### src/rtl/blink_tweakey_sched.sv
// Iterative round-tweakey generator for the Blink_64a datapath.
// Optional tweak input enabled by defining BLINK_TWEAK_INPUT_EN.
module blink_tweakey_sched #(
    parameter int unsigned ROUNDS  = 16,
    parameter logic [5:0]  RC_INIT = 6'h01
) (
    input  logic         clk,
    input  logic         rst,
    input  logic [127:0] key_in,
    input  logic         key_valid,
    output logic         key_ready,
    input  logic         abort,
`ifdef BLINK_TWEAK_INPUT_EN
    input  logic [63:0]  tweak_in,
`endif
    output logic [63:0]  tk,
    output logic         tk_valid,
    input  logic         tk_ready,
    output logic [5:0]   round_idx,
    output logic         tk_last
);

    typedef enum logic {IDLE, RUN} state_t;

    localparam logic [5:0] LAST_RND = 6'(ROUNDS - 1);

    state_t       state, state_nxt;
    logic [127:0] s;
    logic [5:0]   rc;
    logic [5:0]   rnd;
    logic         load;
    logic         adv;
    logic         is_last;
    logic         run;

`ifdef BLINK_TWEAK_INPUT_EN
    logic [63:0]  t;
`endif

    assign run     = (state == RUN);
    assign is_last = (rnd == LAST_RND);

    always_ff @(posedge clk or posedge rst) begin
        if (rst) begin
            state <= IDLE;
        end else begin
            state <= state_nxt;
        end
    end

    // abort outranks both a load in IDLE and an accept in RUN
    always_comb begin
        state_nxt = state;
        load      = 1'b0;
        adv       = 1'b0;
        key_ready = 1'b0;
        tk_valid  = 1'b0;
        case (state)
            IDLE: begin
                key_ready = 1'b1;
                if (key_valid && !abort) begin
                    load      = 1'b1;
                    state_nxt = RUN;
                end
            end
            RUN: begin
                tk_valid = 1'b1;
                if (abort) begin
                    state_nxt = IDLE;
                end else if (tk_ready) begin
                    if (is_last) begin
                        state_nxt = IDLE;
                    end else begin
                        adv = 1'b1;
                    end
                end
            end
            default: state_nxt = IDLE;
        endcase
    end

    always_ff @(posedge clk or posedge rst) begin
        if (rst) begin
            s   <= '0;
            rc  <= RC_INIT;
            rnd <= '0;
        end else if (load) begin
            s   <= key_in;
            rc  <= RC_INIT;
            rnd <= '0;
        end else if (adv) begin
            s[127:64] <= s[63:0];
            s[63:0]   <= {s[123:64], s[127:124]} ^ {60'b0, rnd[3:0]};
            rc        <= {rc[4:0], rc[5] ^ rc[4] ^ 1'b1};
            rnd       <= rnd + 6'd1;
        end
    end

`ifdef BLINK_TWEAK_INPUT_EN
    always_ff @(posedge clk or posedge rst) begin
        if (rst) begin
            t <= '0;
        end else if (load) begin
            t <= tweak_in;
        end else if (adv) begin
            t <= {t[59:0], t[63:60]};
        end
    end

    assign tk = run ? (s[127:64] ^ t ^ {58'b0, rc}) : '0;
`else
    assign tk = run ? (s[127:64] ^ {58'b0, rc}) : '0;
`endif

    // round info is only meaningful while a key is being presented
    assign round_idx = run ? rnd : '0;
    assign tk_last   = run && is_last;

endmodule

### config.mk
export PLATFORM = sky130hd
export DESIGN_NAME = blink_tweakey_sched
export DESIGN_NICKNAME = d
export VERILOG_FILES = /design/src/rtl/blink_tweakey_sched.sv
export SDC_FILE = /design/constraint.sdc
export NUM_CORES = 1
export LEC_CHECK = 0
export ABC_AREA = 1
export CAP_MARGIN = 40
export CORE_ASPECT_RATIO = 0.75
export CORE_MARGIN = 5
export CORE_UTILIZATION = 49
export DETAILED_ROUTE_END_ITERATION = 10
export GPL_ROUTABILITY_DRIVEN = 0
export PLACE_DENSITY = 0.93
export REMOVE_ABC_BUFFERS = 1
export SLEW_MARGIN = 20
export SYNTH_ARGS = -nofsm -noshare
export SYNTH_HDL_FRONTEND = slang
export SYNTH_SLANG_ARGS = --single-unit
### constraint.sdc
create_clock -name clk -period 5.8 [get_ports clk]
set_input_delay 1.16 -clock clk [delete_from_list [all_inputs] [get_ports clk]]
set_output_delay 1.16 -clock clk [all_outputs]
set_load 0.1 [all_outputs]
==> results.txt <==
Net Sw Frac: 37.8%
DRT iter0 DRCs: 752
Cells after Synth: 1,143
Ports: 206
Hold Buf Count CTS: 0
drt wl/cell: 15.4 um
leading area contributor after synthesis: dfrtp_1
Max Slew Vio Count: 0
CTS tree: done
max_slew headroom: 52.0%
Worst-Margin Slew: 718 ps
PwrDens: 358 mW/mm2
clk root buf: clkbuf_16
CTS Sinks: 141
core area: 0.0153 mm2
Seq/Total Area, Yosys: 46.2%
endpoints failing hold: 0
CTS Buf Count: 17
Setup crit end kind: output port
Fmax achieved: 254 MHz
number of nets in the layout: 1,522
Worst Hold Depth: 2
clock insertion delay at the later pin of the skew report: 410 ps
initial antenna violation count: 2
post-route ant nets: 0
Synth top area share: 45.9%
Seq pwr share: 35.3%
power share of the combinational group: 35.8%
P_leak: 6.50 nW
Yosys warning count: 0
Area Overhead vs Synth: 50.7%
worst path required time: 4640 ps
crit path launch type: flop
dpl ws: 1700 ps
fillers: 1,033
worst setup margin: 1860 ps
row count: 39
Period Utilization, post-route: 68.0%
Seq. cell area: 0.00353 mm2
P_sw: 1.56 mW
Peak supply drop: 0.000193 V
drt total wl: 24,700 um
hold path startpoint: s[33]$_DFFE_PP0P_
most frequent cells in the layout: nand2_1 (699), clkdlybuf4s50_1 (205), dfrtp_1 (139)
Die ar.: 0.0182 mm2
layout cell share with drive strength beyond 1: 9.21%
GRT Overall Usage: 27.3%
CP cell instances: buf_4 > o21ai_0 > a21oi_1 > clkdlybuf4s50_1 > buf_8
DR vias/cell: 5.01
reg2reg start: run$_DFF_PP0_
count of final setup violators: 0
CP Class: flop to output port
Worst Path Max Fanout: 30
Worst Skew: 11.4 ps
post-CTS setup repair buffer count: 0
unrepaired setup endpoints after global routing: false
DIE WIDTH: 154 um
Synth cell types: 27
Internal: 2.56 mW
pin count of the biggest net entering global routing: 69
Seq cells post-synth: 141
Period minus WS final: 3940 ps
DR vias: 8,059
Worst R2R Path Depth: 8
Worst-path clk slew: 60 ps
maximum clock insertion buffer count: 2
GRT Residual Overflow: 0
die height: 118 um
CTS HTree Levels: 4
first-pass GRT wire length: 41,000 um
hpwl dp: 17,300 um
vias in the first global route: 8,210
drt first pass iters: 6
slowest cell delay on critical path: 780 ps
Setup crit start: run$_DFF_PP0_
Critical-path top delay cell: dfrtp_2
# DRC: 0
Hold Worst Slack: 479 ps
Clk pwr share: 28.8%
multi-input logic area: 0.00328 mm2
outcome: finished clean
initial core utilization: 50.0%
CTS resizes: 0
Hold Crit Class: flop to flop
Post-Syn Area: 0.00764 mm2
Max Cap Violations: 0
Mean Syn Cell Area: 6.68 um2
PortBufs: 205
WP data arrival: 2780 ps
most common library cell in the layout ignoring fill and taps: nand2_1
top post-synthesis cells by area: dfrtp_1 (46%), nand2_1 (34%), inv_1 (6.1%), nand3_1 (4.2%), buf_4 (2.1%)
-- state kept, by name (all words and copies together), names as in the netlist --
signal and flops:
run 1, rc 6, s 128, rnd 6
-- worst max-delay path: cells and delay by family (launching register included) --
kind | cells | cell delay (ps)
AO/OA/AOI/OAI | 2 | 390
buffers and inverters | 3 | 1190
flip-flops | 1 | 780
-- layout make-up --
cell class | instances | share of cell area [%]
sequential | 141 | 30.7
multi-input combinational | 810 | 28.5
antenna | 1 | 0.0217
clock inverter | 11 | 1.55
clock buffer | 21 | 4.00
inverter | 128 | 4.24
timing repair buffer | 290 | 28.8
tap | 205 | 2.23
-- cells by family after synthesis --
| logic type | share of synthesized area, % |
|---|---|
| AOI/OAI and AO/OA | 1.93 |
| xor gates and xnor gates | 0.803 |
| adders and majority gates | 0.164 |
| buffers and inverters | 11.0 |
| DFF | 46.2 |
| and+or+nand+nor | 39.9 |
-- path summary, 6_finish.rpt --
kind / end / slack [ps]
worst max register to register: s[124]$_DFFE_PP0P_ / 2470
worst min register to register: s[33]$_DFFE_PP0P_ / 480
worst max-delay path: tk[4] / 1860
max in group asynchronous: s[80]$_DFFE_PP0P_ / 3830
min in group asynchronous: s[98]$_DFFE_PP0P_ / 1160
worst min-delay path: s[33]$_DFFE_PP0P_ / 480
-- Yosys cell counts --
cell / count
nand2_1: 699
dfrtp_1: 140
inv_1: 124
nand3_1: 64
buf_4: 21
buf_2: 19
clkbuf_1: 17
o21ai_0: 11
a21oi_1: 7
buf_1: 5
xnor2_1: 5
a21boi_0: 4
inv_2: 4
o21ai_1: 4
nor2_1: 3
buf_6: 2
nand3_2: 2
nand4_1: 2
xor2_1: 2
dfstp_2: 1
ha_1: 1
nand2_2: 1
nand3_4: 1
nor2_2: 1
nor2_4: 1
nor2_8: 1
o21bai_1: 1
-- power by group through the flow --
stage / Sequential [mW] / Clock [mW] / Combinational, mW
3_5_place_dp: 1.45 / 0 / 1.48
4_1_cts: 1.45 / 1.19 / 1.48
5_1_grt: 1.48 / 1.25 / 1.59
2_1_floorplan: 1.40 / 0 / 0.917
3_3_place_gp: 1.45 / 0 / 1.22
6_report: 1.45 / 1.19 / 1.48
-- per-stage QoR --
step / cell area, um2 / util, % / setup TNS (ps) / std cells / power, mW
2_1_floorplan: 7280 / - / -67990 / 1079 / 2.32
3_3_place_gp: 9690 / 63.4 / 0 / 1500 / 2.67
3_5_place_dp: 10900 / 71.2 / 0 / 1574 / 2.93
4_1_cts: 11500 / 75.4 / 0 / 1606 / 4.12
5_1_grt: 11500 / 75.4 / 0 / 1607 / 4.32
6_report: 11500 / 75.4 / 0 / 1607 / 4.12
-- per-layer routing --
layer  part of all wire (%)  global-route usage (%)  vias to the layer above
met5                  0.053                       0                        -
met1                     40                    34.3                     3747
met3                    8.6                    7.20                       44
li1                       -                       -                     3861
met4                    1.9                    8.16                        2
met2                     49                    46.4                      405
Note: power is estimated with default switching activity, not from simulation.
